### config.mk
export PLATFORM = sky130hd
export DESIGN_NAME = pf_vf_mux_tx_arb_flat
export DESIGN_NICKNAME = d
export VERILOG_FILES = /design/src/rtl/pf_vf_mux_tx_arb_pkg.sv /design/src/rtl/pf_vf_mux_tx_arb_if.sv /design/src/rtl/pf_vf_mux_tx_arb_rr_pick.sv /design/src/rtl/pf_vf_mux_tx_arb.sv /design/src/flat_wrapper.sv
export SDC_FILE = /design/constraint.sdc
export NUM_CORES = 1
export LEC_CHECK = 0
export BUFFER_PORTS_ARGS = -buffer_cell sky130_fd_sc_hd__buf_2
export CORE_MARGIN = 5
export CORE_UTILIZATION = 30
export CTS_CLUSTER_DIAMETER = 50
export DETAILED_ROUTE_END_ITERATION = 10
export PLACE_DENSITY = 0.49
export SYNTH_ARGS = -nofsm -noshare
export SYNTH_HDL_FRONTEND = slang
export SYNTH_SLANG_ARGS = --single-unit
### constraint.sdc
create_clock -name clk -period 5.45 [get_ports clk]
set_clock_uncertainty 0.05 [all_clocks]
set_input_delay 1.09 -clock clk [delete_from_list [all_inputs] [get_ports clk]]
set_output_delay 1.09 -clock clk [all_outputs]
set_load 0.01 [all_outputs]
### src/rtl/pf_vf_mux_tx_arb_pkg.sv
// Shared types and helpers for the PF/VF MUX TX arbiter.
// Includes the arbiter state encoding and a one-hot to binary index encoder.
package pf_vf_mux_pkg;

  localparam int MAX_MUX_PORTS = 16;
  localparam int MAX_IDX_W     = $clog2(MAX_MUX_PORTS);

  typedef enum logic {
    ARB_IDLE   = 1'b0,
    ARB_LOCKED = 1'b1
  } t_arb_state;

  // OR-reduction encoder: exact for one-hot inputs, and yields 0 for an all-zero input.
  function automatic logic [MAX_IDX_W-1:0] onehot_to_idx(input logic [MAX_MUX_PORTS-1:0] onehot);
    logic [MAX_IDX_W-1:0] idx;
    idx = '0;
    for (int i = 0; i < MAX_MUX_PORTS; i++) begin
      if (onehot[i]) idx = idx | MAX_IDX_W'(i);
    end
    return idx;
  endfunction

endpackage

### src/rtl/pf_vf_mux_tx_arb_if.sv
// Handshake bundle between the per-port TX FIFO heads and the TX arbiter.
// The master modport drives the beats; the slave modport is the arbiter side.
interface pf_vf_mux_tx_arb_if #(
  parameter int NUM_PORTS = 4
);
  localparam int PORT_W = $clog2(NUM_PORTS);

  logic [NUM_PORTS-1:0] in_valid;
  logic [NUM_PORTS-1:0] in_sop;
  logic [NUM_PORTS-1:0] in_eop;
  logic                 out_ready;
  logic [NUM_PORTS-1:0] grant;
  logic [PORT_W-1:0]    grant_idx;
  logic                 out_valid;

  modport master (
    output in_valid, in_sop, in_eop, out_ready,
    input  grant, grant_idx, out_valid
  );

  modport slave (
    input  in_valid, in_sop, in_eop, out_ready,
    output grant, grant_idx, out_valid
  );

endinterface

### src/rtl/pf_vf_mux_tx_arb_rr_pick.sv
// Combinational round-robin picker: first request after last_idx, wrapping modulo NUM_PORTS.
// Implemented as a double-width rotate followed by a lowest-bit priority encode.
module pf_vf_mux_rr_pick #(
  parameter int NUM_PORTS = 4,
  parameter int PORT_W    = $clog2(NUM_PORTS)
) (
  input  logic [NUM_PORTS-1:0] req,
  input  logic [PORT_W-1:0]    last_idx,
  output logic [NUM_PORTS-1:0] pick,
  output logic [PORT_W-1:0]    idx,
  output logic                 any
);

  localparam int SUM_W = PORT_W + 2;

  logic [2*NUM_PORTS-1:0] dbl;
  logic [NUM_PORTS-1:0]   rot;
  logic [SUM_W-1:0]       rot_amt;
  logic [SUM_W-1:0]       offset;
  logic [SUM_W-1:0]       sum;
  logic                   found;

  always_comb begin
    rot_amt = SUM_W'(last_idx) + SUM_W'(1);
    if (rot_amt >= SUM_W'(NUM_PORTS)) rot_amt = '0;
    dbl    = {req, req};
    rot    = NUM_PORTS'(dbl >> rot_amt);
    offset = '0;
    found  = 1'b0;
    for (int k = 0; k < NUM_PORTS; k++) begin
      if (!found && rot[k]) begin
        found  = 1'b1;
        offset = SUM_W'(k);
      end
    end
    // Fold back into range so non-power-of-2 port counts never produce an illegal index.
    sum = rot_amt + offset;
    if (sum >= SUM_W'(NUM_PORTS)) sum = sum - SUM_W'(NUM_PORTS);
    any  = found;
    idx  = found ? PORT_W'(sum) : '0;
    pick = found ? (NUM_PORTS'(1) << idx) : '0;
  end

endmodule

### src/rtl/pf_vf_mux_tx_arb.sv
// Packet-aware round-robin arbiter sharing the host-facing TX path among NUM_PORTS ports.
// A grant locks onto a port from its SOP beat until its EOP beat transfers.
module pf_vf_mux_tx_arb
  import pf_vf_mux_pkg::*;
#(
  parameter int NUM_PORTS = 4
) (
  input  logic                clk,
  input  logic                rst_n,
  pf_vf_mux_tx_arb_if.slave   tx,
  output logic                locked,
  output logic                err_proto
);

  localparam int PORT_W = $clog2(NUM_PORTS);

  t_arb_state               state_r, state_n;
  logic [PORT_W-1:0]        lock_idx_r, lock_idx_n;
  logic [PORT_W-1:0]        last_idx_r, last_idx_n;
  logic                     err_r, err_n;
  logic [NUM_PORTS-1:0]     eligible;
  logic [NUM_PORTS-1:0]     pick_onehot;
  logic [PORT_W-1:0]        pick_idx;
  logic                     pick_any;
  logic [NUM_PORTS-1:0]     grant_int;
  logic [MAX_MUX_PORTS-1:0] grant_wide;

  assign eligible = tx.in_valid & tx.in_sop;

  pf_vf_mux_rr_pick #(
    .NUM_PORTS (NUM_PORTS),
    .PORT_W    (PORT_W)
  ) u_rr_pick (
    .req      (eligible),
    .last_idx (last_idx_r),
    .pick     (pick_onehot),
    .idx      (pick_idx),
    .any      (pick_any)
  );

  always_ff @(posedge clk or negedge rst_n) begin
    if (!rst_n) begin
      state_r    <= ARB_IDLE;
      lock_idx_r <= '0;
      last_idx_r <= PORT_W'(NUM_PORTS - 1);
      err_r      <= 1'b0;
    end else begin
      state_r    <= state_n;
      lock_idx_r <= lock_idx_n;
      last_idx_r <= last_idx_n;
      err_r      <= err_n;
    end
  end

  always_comb begin
    state_n    = state_r;
    lock_idx_n = lock_idx_r;
    last_idx_n = last_idx_r;
    err_n      = err_r;
    grant_int  = '0;
    case (state_r)
      ARB_IDLE: begin
        grant_int = pick_onehot;
        if (tx.out_ready) begin
          if (|(tx.in_valid & ~tx.in_sop)) err_n = 1'b1;
          if (pick_any) begin
            last_idx_n = pick_idx;
            if (!tx.in_eop[pick_idx]) begin
              state_n    = ARB_LOCKED;
              lock_idx_n = pick_idx;
            end
          end
        end
      end
      ARB_LOCKED: begin
        grant_int = NUM_PORTS'(1) << lock_idx_r;
        if (tx.out_ready && tx.in_valid[lock_idx_r]) begin
          if (tx.in_sop[lock_idx_r]) err_n = 1'b1;
          if (tx.in_eop[lock_idx_r]) begin
            state_n    = ARB_IDLE;
            last_idx_n = lock_idx_r;
          end
        end
      end
      default: state_n = ARB_IDLE;
    endcase
  end

  // Outputs are forced quiet while reset is held, even if FIFO heads still show valid.
  assign tx.grant     = rst_n ? grant_int : '0;
  assign tx.out_valid = |(tx.grant & tx.in_valid);
  assign grant_wide   = MAX_MUX_PORTS'(tx.grant);
  assign tx.grant_idx = PORT_W'(onehot_to_idx(grant_wide));
  assign locked       = (state_r == ARB_LOCKED);
  assign err_proto    = err_r;

endmodule

### src/flat_wrapper.sv
// flat-port wrapper written by rule: the top's interface ports become plain ports
module pf_vf_mux_tx_arb_flat import pf_vf_mux_pkg::*;
#(
  parameter int NUM_PORTS = 4
)
  (clk, rst_n, locked, err_proto, tx_in_valid, tx_in_sop, tx_in_eop, tx_out_ready, tx_grant, tx_grant_idx, tx_out_valid);
  pf_vf_mux_tx_arb_if #(.NUM_PORTS(NUM_PORTS)) tx_i ();
  input  logic clk;
  input  logic rst_n;
  output logic locked;
  output logic err_proto;
  input wire logic [$bits(tx_i.in_valid)-1:0] tx_in_valid;
  input wire logic [$bits(tx_i.in_sop)-1:0] tx_in_sop;
  input wire logic [$bits(tx_i.in_eop)-1:0] tx_in_eop;
  input wire logic [$bits(tx_i.out_ready)-1:0] tx_out_ready;
  output wire logic [$bits(tx_i.grant)-1:0] tx_grant;
  output wire logic [$bits(tx_i.grant_idx)-1:0] tx_grant_idx;
  output wire logic [$bits(tx_i.out_valid)-1:0] tx_out_valid;
  assign tx_i.in_valid = tx_in_valid;
  assign tx_i.in_sop = tx_in_sop;
  assign tx_i.in_eop = tx_in_eop;
  assign tx_i.out_ready = tx_out_ready;
  assign tx_grant = tx_i.grant;
  assign tx_grant_idx = tx_i.grant_idx;
  assign tx_out_valid = tx_i.out_valid;
  pf_vf_mux_tx_arb #(.NUM_PORTS(NUM_PORTS)) u_core (.clk(clk), .rst_n(rst_n), .tx(tx_i), .locked(locked), .err_proto(err_proto));
endmodule
==> impl_table.tex, run 1 <==
\begin{tabular}{lr}
\hline
Metric & Value \\
\hline
\multicolumn{2}{l}{\textbf{Outcome}} \\
\quad Result of the run & complete, no violations \\
\multicolumn{2}{l}{\textbf{Yosys}} \\
\quad Synth area leaders & dfrtp\_1 12\%, dfstp\_2 6.2\%, mux2i\_1 5.9\% \\
\quad Number of nets in the synthesized netlist & 118 \\
\quad Post-Syn Instances & 101 \\
\quad Average instance area after synthesis & 8.34 um\^{}2 \\
\quad Number of flops mapped to enable cells by yosys & 0 \\
\quad Number of synthesized register bits & 6 \\
\quad Post-synth top area cell & dfrtp\_1 \\
\quad Count of yosys warnings during synthesis & 0 \\
\quad Proportion of synthesized chip area in sequential cells & 0.181 \\
\quad Area of the mapped netlist & 842 um\^{}2 \\
\quad Share of Yosys cell area claimed by the top area cell type & 0.119 \\
\quad Synth top cells by count & 12 x nand2\_1, 9 x inv\_1, 6 x o21ai\_0 \\
\quad Synth cell types & 45 \\
\quad Async SR Flop Fraction & 1.00 \\
\quad Most common cell in the synthesized netlist & nand2\_1 \\
\quad Most used flip-flop cell after synthesis & dfrtp\_1 \\
\multicolumn{2}{l}{\textbf{Drt}} \\
\quad DRC viols & 0 \\
\quad Wire length after detailed routing & 2360 um \\
\quad Residual antenna-violating net count after detailed routing & 0 \\
\quad Detailed Route Iter0 Violations & 21 \\
\quad Detailed Routing Iterations Pass 1 & 4 \\
\quad Count of vias placed by the detailed router & 873 \\
\quad Routed wire per std cell & 15.1 um \\
\quad DR vias/cell & 5.60 \\
\multicolumn{2}{l}{\textbf{Layout}} \\
\quad Fraction of final layout cells with drive strength greater than 1 & 0.344 \\
\quad Non-filler cells, final & 156 \\
\quad Signed area change from the synthesized netlist to the final layout & 19.8\% \\
\quad \# nets final & 143 \\
\quad Antenna cells & 0 \\
\multicolumn{2}{l}{\textbf{Clock network}} \\
\quad Root buffer cell & clkbuf\_4 \\
\quad CTS HTree Levels & 1 \\
\quad CTS hold repair buffers & 0 \\
\quad Number of setup buffers added after CTS & 0 \\
\quad Clock slew at reported path FFs & 50 ps \\
\quad Resized Gates After CTS & 0 \\
\quad Sink Count & 6 \\
\quad Clock tree from TritonCTS & done \\
\quad Inserted Clock Buffers & 3 \\
\quad Worst-Skew Late Latency & 250 ps \\
\quad Largest buffer count on any clock path & 2 \\
\multicolumn{2}{l}{\textbf{STA}} \\
\quad Final number of max-transition violations & 0 \\
\quad Period utilization & 0.839 \\
\quad Final setup violation count & 0 \\
\quad Fin Setup TNS & 0 ps \\
\quad Tmin final & 4570 ps \\
\quad Unrepaired setup endpoints after global routing & false \\
\quad Maximum clock frequency & 0.219 GHz \\
\quad Final number of hold-violating endpoints & 0 \\
\quad Max transition margin & 0.690 \\
\quad Transition time at the pin with the least slew margin & 465 ps \\
\quad Worst hold margin & 399 ps \\
\multicolumn{2}{l}{\textbf{Floorplan}} \\
\quad Initial cell density of the core & 0.308 \\
\quad Placement Rows & 19 \\
\quad Top-level I/O count & 24 \\
\quad Core ar. & 2730 um\^{}2 \\
\quad Die Outline Area & 3970 um\^{}2 \\
\quad Die width & 63.0 um \\
\quad Overall die height & 63.0 um \\
\multicolumn{2}{l}{\textbf{Worst setup path}} \\
\quad Type of the worst setup path & primary input to output pin \\
\quad Category of the worst setup path capture point & output pin \\
\quad Startpoint kind of the worst setup timing path & primary input \\
\quad CP arrival & 3430 ps \\
\quad Worst-path maximum fanout & 5 \\
\quad Required arrival time at the worst endpoint & 4310 ps \\
\multicolumn{2}{l}{\textbf{Place}} \\
\quad Final weighted congestion in routability-driven placement & 0.767 \\
\quad Half-perimeter wire length of the detailed placement result & 1850 um \\
\quad Placed insts & 152 \\
\quad Number of buffer cells added on primary ports & 23 \\
\multicolumn{2}{l}{\textbf{Global route}} \\
\quad GRT overflow & 0 \\
\quad Number of global-route vias before repair & 879 \\
\quad Initial antenna violation count & 0 \\
\quad Global-route wire length before repair & 4020 um \\
\quad GRT Resource Usage Total & 0.121 \\
\quad Maximum number of pins on one net before global-route repair & 17 \\
\multicolumn{2}{l}{\textbf{Power and ir drop}} \\
\quad Switching power & 276 uW \\
\quad Maximum vdd drop & 229 uV \\
\quad Leakage power total & 0.467 nW \\
\quad Total power consumption of the routed design & 564 uW \\
\quad Switching power as a share of total power & 0.489 \\
\quad Total power per unit cell area & 560 nW/um\^{}2 \\
\quad Sequential Power Share & 0.200 \\
\quad Power share of the clock group & 0.083 \\
\quad Internal power summed over all cells & 288 uW \\
\quad Share of power burned in combinational logic & 0.718 \\
\multicolumn{2}{l}{\textbf{Job}} \\
\quad Max cap viols & 0 \\
\multicolumn{2}{l}{\textbf{Min path}} \\
\quad Classification of the worst-slack hold path & register to register \\
\hline
\end{tabular}
metal layers:
metal	vias to the layer above	track usage	wire length (um)
met3	0	0.0234	76
met1	416	0.156	1120
li1	437	-	-
met2	20	0.206	1160
met5	-	0	0
met4	0	0.0239	0
sequential cells by signal (all words and copies together) (netlist names):
register and count:
u_core.lock_idx_r 2, u_core.err_proto 1, u_core.locked 1, u_core.last_idx_r 2
area by class of cell:
cell class	count	area (um^2)
Sequential cell	6	153
Fill cell	280	1730
Timing Repair Buffer	23	115
Tap cell	31	38.8
Multi-Input combinational cell	83	642
Inverter	9	33.8
Clock buffer	4	26.3
stage by stage:
| stage | util | instance area, um^2 | worst slack [ps] |
|---|---|---|---|
| after detailed placement | 0.359 | 982 | 871 |
| after global routing | 0.369 | 1010 | 589 |
| after floorplan | - | 842 | 1170 |
| final | 0.369 | 1010 | 877 |
| after CTS | 0.369 | 1010 | 865 |
| after global placement | 0.359 | 982 | 909 |
power by group through the flow:
stage               logic, mW  registers [mW]  clock network [mW]
floorplan               0.337          0.0822                   0
global placement        0.406           0.113                   0
detailed placement      0.406           0.113                   0
CTS                     0.409           0.112              0.0498
global route            0.451           0.118              0.0539
finish                  0.405           0.113              0.0467
cells in the final DEF (no fill, tap or decap), drive strengths merged, types with 3 or more instances in the layout:
| master | instances |
|---|---|
| inv | 9 |
| mux2 | 3 |
| nand2 | 12 |
| a21oi | 5 |
| o211ai | 4 |
| and2 | 3 |
| o21ai | 6 |
| nand3 | 5 |
| dfrtp | 4 |
| mux2i | 5 |
| nor2 | 3 |
| clkbuf | 4 |
| a21o | 3 |
| buf | 23 |
| o31ai | 3 |
cells by family (layout without fill, tap and decap cells):
family / Yosys count / after routing / synth area share
simple gates: 32 / 32 / 0.215
flops: 6 / 6 / 0.181
compound gates: 37 / 37 / 0.331
fa+ha+maj: 3 / 3 / 0.0431
buf+inv: 12 / 36 / 0.0565
mux: 10 / 10 / 0.153
xor+xnor: 1 / 1 / 0.0193
worst max-delay path, cell delays in order:
cell and delay [ps]:
buf_2 120, and2_2 220, a21oi_1 190, o211ai_1 110
a21oi_1 160, a211oi_1 60, a31o_2 220, ha_1 370
nor3b_1 280, inv_1 60, o32ai_1 210, nand2_1 120
o211ai_2 80, buf_2 140
final timing paths:
kind / start / to / slack, ps / cells after the start
hold reg to reg: u_core.err_proto / u_core.err_proto / 400 / 1
min in group asynchronous: rst_n / u_core.err_proto / 640 / 1
setup / recovery: tx_in_sop[1] / tx_out_valid / 880 / 14
hold / removal: u_core.err_proto / u_core.err_proto / 400 / 1
max in group asynchronous: rst_n / u_core.last_idx_r[0] / 4440 / 1
setup reg to reg: u_core.last_idx_r[0] / u_core.lock_idx_r[0] / 2290 / 12
(Power assumes the default switching activity.)
==> inputs of run 2 (changes only) <==
--- a/config.mk
+++ b/config.mk
@@ -10,7 +10,7 @@
 export CORE_UTILIZATION = 30
 export CTS_CLUSTER_DIAMETER = 50
 export DETAILED_ROUTE_END_ITERATION = 10
-export PLACE_DENSITY = 0.49
+export PLACE_DENSITY = 0.51
 export SYNTH_ARGS = -nofsm -noshare
 export SYNTH_HDL_FRONTEND = slang
 export SYNTH_SLANG_ARGS = --single-unit
==> constraint.sdc (replaced) <==
create_clock -name clk -period 3.9 [get_ports clk]
set_clock_uncertainty 0.05 [all_clocks]
set_input_delay 0.78 -clock clk [delete_from_list [all_inputs] [get_ports clk]]
set_output_delay 0.78 -clock clk [all_outputs]
set_load 0.01 [all_outputs]
==> run 2 against run 1 <==
  * Wire length grew 4.4%
  * Worst setup slack lost 730 ps
  * Design area is 19% higher
  * Largest power group unchanged
  * Count of clock-buffer cells in the layout did not move
  * Sequential cell count did not move
  * Combinational power increased by 100%
  * Worst hold slack got worse by 72 ps
  * Register-to-register slack worse by 1300 ps
==> impl_table.tex, run 2 (synthesis gave the netlist of run 1 again) <==
\begin{tabular}{lr}
\hline
Metric & Value \\
\hline
\multicolumn{2}{l}{\textbf{Outcome}} \\
\quad Result of the run & complete, no violations \\
\multicolumn{2}{l}{\textbf{Layout}} \\
\quad Commonest cells after routing, fill and taps aside & 23 x buf\_2, 11 x nand2\_1, 8 x inv\_1 \\
\quad Signed area change from the synthesized netlist to the final layout & 42.9\% \\
\quad Largest regs & u\_core.last\_idx\_r x2, u\_core.lock\_idx\_r x2 \\
\quad Count of filler cells inserted in the layout & 277 \\
\quad Non-filler cells, final & 165 \\
\quad Fraction of final layout cells with drive strength greater than 1 & 0.455 \\
\quad \# nets final & 152 \\
\quad Antenna cells & 0 \\
\quad Most common library cell in the layout ignoring fill and taps & buf\_2 \\
\quad Final core utilization & 0.440 \\
\multicolumn{2}{l}{\textbf{Drt}} \\
\quad Detailed Route Iter0 Violations & 47 \\
\quad Count of vias placed by the detailed router & 911 \\
\quad Wire length after detailed routing & 2460 um \\
\quad Routed wire per std cell & 14.9 um \\
\quad Residual antenna-violating net count after detailed routing & 0 \\
\quad DR vias/cell & 5.52 \\
\quad Detailed Routing Iterations Pass 1 & 4 \\
\quad DRC viols & 0 \\
\multicolumn{2}{l}{\textbf{Worst setup path}} \\
\quad Worst-path maximum fanout & 5 \\
\quad Startpoint kind of the worst setup timing path & register \\
\quad Type of the worst setup path & register to output pin \\
\quad Required arrival time at the worst endpoint & 3070 ps \\
\quad CP arrival & 2930 ps \\
\quad Category of the worst setup path capture point & output pin \\
\multicolumn{2}{l}{\textbf{Place}} \\
\quad Placed insts & 156 \\
\quad Number of buffer cells added on primary ports & 23 \\
\quad Final weighted congestion in routability-driven placement & 0.805 \\
\quad Half-perimeter wire length of the detailed placement result & 1890 um \\
\multicolumn{2}{l}{\textbf{Clock network}} \\
\quad Clock tree from TritonCTS & done \\
\quad Worst-Skew Late Latency & 260 ps \\
\quad Root buffer cell & clkbuf\_4 \\
\quad Largest buffer count on any clock path & 2 \\
\quad CTS HTree Levels & 1 \\
\quad Clock slew at reported path FFs & 50 ps \\
\quad Sink Count & 6 \\
\quad Inserted Clock Buffers & 3 \\
\quad CTS hold repair buffers & 0 \\
\multicolumn{2}{l}{\textbf{Global route}} \\
\quad GRT Resource Usage Total & 0.121 \\
\quad Number of global-route vias before repair & 873 \\
\quad Initial antenna violation count & 0 \\
\quad Global-route wire length before repair & 3920 um \\
\quad GRT overflow & 0 \\
\quad Maximum number of pins on one net before global-route repair & 17 \\
\multicolumn{2}{l}{\textbf{Power and ir drop}} \\
\quad Maximum vdd drop & 639 uV \\
\quad Total power per unit cell area & 873 nW/um\^{}2 \\
\quad Leakage power total & 0.525 nW \\
\multicolumn{2}{l}{\textbf{Floorplan}} \\
\quad Placement Rows & 19 \\
\quad Core ar. & 2730 um\^{}2 \\
\quad Top-level I/O count & 24 \\
\quad Die width & 63.0 um \\
\quad Die Outline Area & 3970 um\^{}2 \\
\quad Overall die height & 63.0 um \\
\quad Initial cell density of the core & 0.308 \\
\multicolumn{2}{l}{\textbf{STA}} \\
\quad Fin Setup TNS & 0 ps \\
\quad Final setup violation count & 0 \\
\quad Transition time at the pin with the least slew margin & 545 ps \\
\quad Final number of max-transition violations & 0 \\
\quad Tmin final & 3760 ps \\
\quad Final number of hold-violating endpoints & 0 \\
\quad Max transition margin & 0.637 \\
\quad Period utilization & 0.963 \\
\quad Maximum clock frequency & 0.266 GHz \\
\quad Unrepaired setup endpoints after global routing & true \\
\multicolumn{2}{l}{\textbf{Min path}} \\
\quad Classification of the worst-slack hold path & primary input to async pin \\
\multicolumn{2}{l}{\textbf{Job}} \\
\quad Max cap viols & 0 \\
\hline
\end{tabular}
==> run 2: cell types whose count changed in the layout (fill, tap and decap cells not counted), sizes merged <==
cell	previous run	this run
buf	23	32
==> run 2: final timing paths <==
kind                       depth (start not counted)                  from                   end  slack [ps]
max                                               14  u_core.last_idx_r[1]          tx_out_valid         140
min                                                1                 rst_n      u_core.err_proto         330
max reg2reg                                       13  u_core.last_idx_r[1]  u_core.lock_idx_r[0]         950
min reg2reg                                        1      u_core.err_proto      u_core.err_proto         400
max in group asynchronous                          1                 rst_n  u_core.last_idx_r[1]        3210
min in group clk                                   1      u_core.err_proto      u_core.err_proto         400
==> run 2: power breakdown <==
part | switching [mW] | internal, mW | total (mW)
combinational | 0.394 | 0.431 | 0.825
sequential | 0.0689 | 0.0913 | 0.160
clock | 0.0267 | 0.0390 | 0.0657
==> run 2: stage by stage <==
stage | cell area, um^2 | hold slack (ps) | power, mW | setup slack [ps]
floorplan | 842 | 434 | 0.586 | 237
global placement | 1010 | 393 | 0.748 | 78.9
detailed placement | 1010 | 393 | 0.756 | -6.47
CTS | 1070 | 320 | 0.864 | 17.2
global route | 1200 | 326 | 1.13 | -4.18
finish | 1200 | 327 | 1.05 | 143
==> run 2: timing repair <==
action                     CTS  global route
pin swaps                    1            13
setup endpoints to repair    5             6
resized for setup            4            17
setup buffers                2             3
==> run 2: layout make-up <==
class	count	area, um^2	share of cell area
repair buffers	32	190	0.158
well taps	31	38.8	0.0322
clock buffers	4	26.3	0.0218
inverters	9	33.8	0.0281
flip-flops and latches	6	153	0.127
multi-input cells	83	762	0.633
==> run 2: metal layers <==
metal | vias up | GRT usage | share of wire | routed length, um
met5 | - | 0 | 0 | 0
met4 | 0 | 0.0239 | 0.0069 | 17
met3 | 3 | 0.0360 | 0.051 | 126
met2 | 37 | 0.190 | 0.44 | 1090
met1 | 414 | 0.163 | 0.50 | 1230
li1 | 457 | - | - | -
==> run 2: critical path: stages, from the launching register on <==
cell       delay [ps]
dfstp_2           550
ha_4              160
and4bb_4          230
a21oi_2           130
o211ai_1          110
a21oi_1           140
a211oi_1           60
a31o_2            240
ha_4              180
o31ai_4            70
a2bb2oi_4         240
nand3_1           120
o22a_1            240
o211ai_2           60
buf_2             150
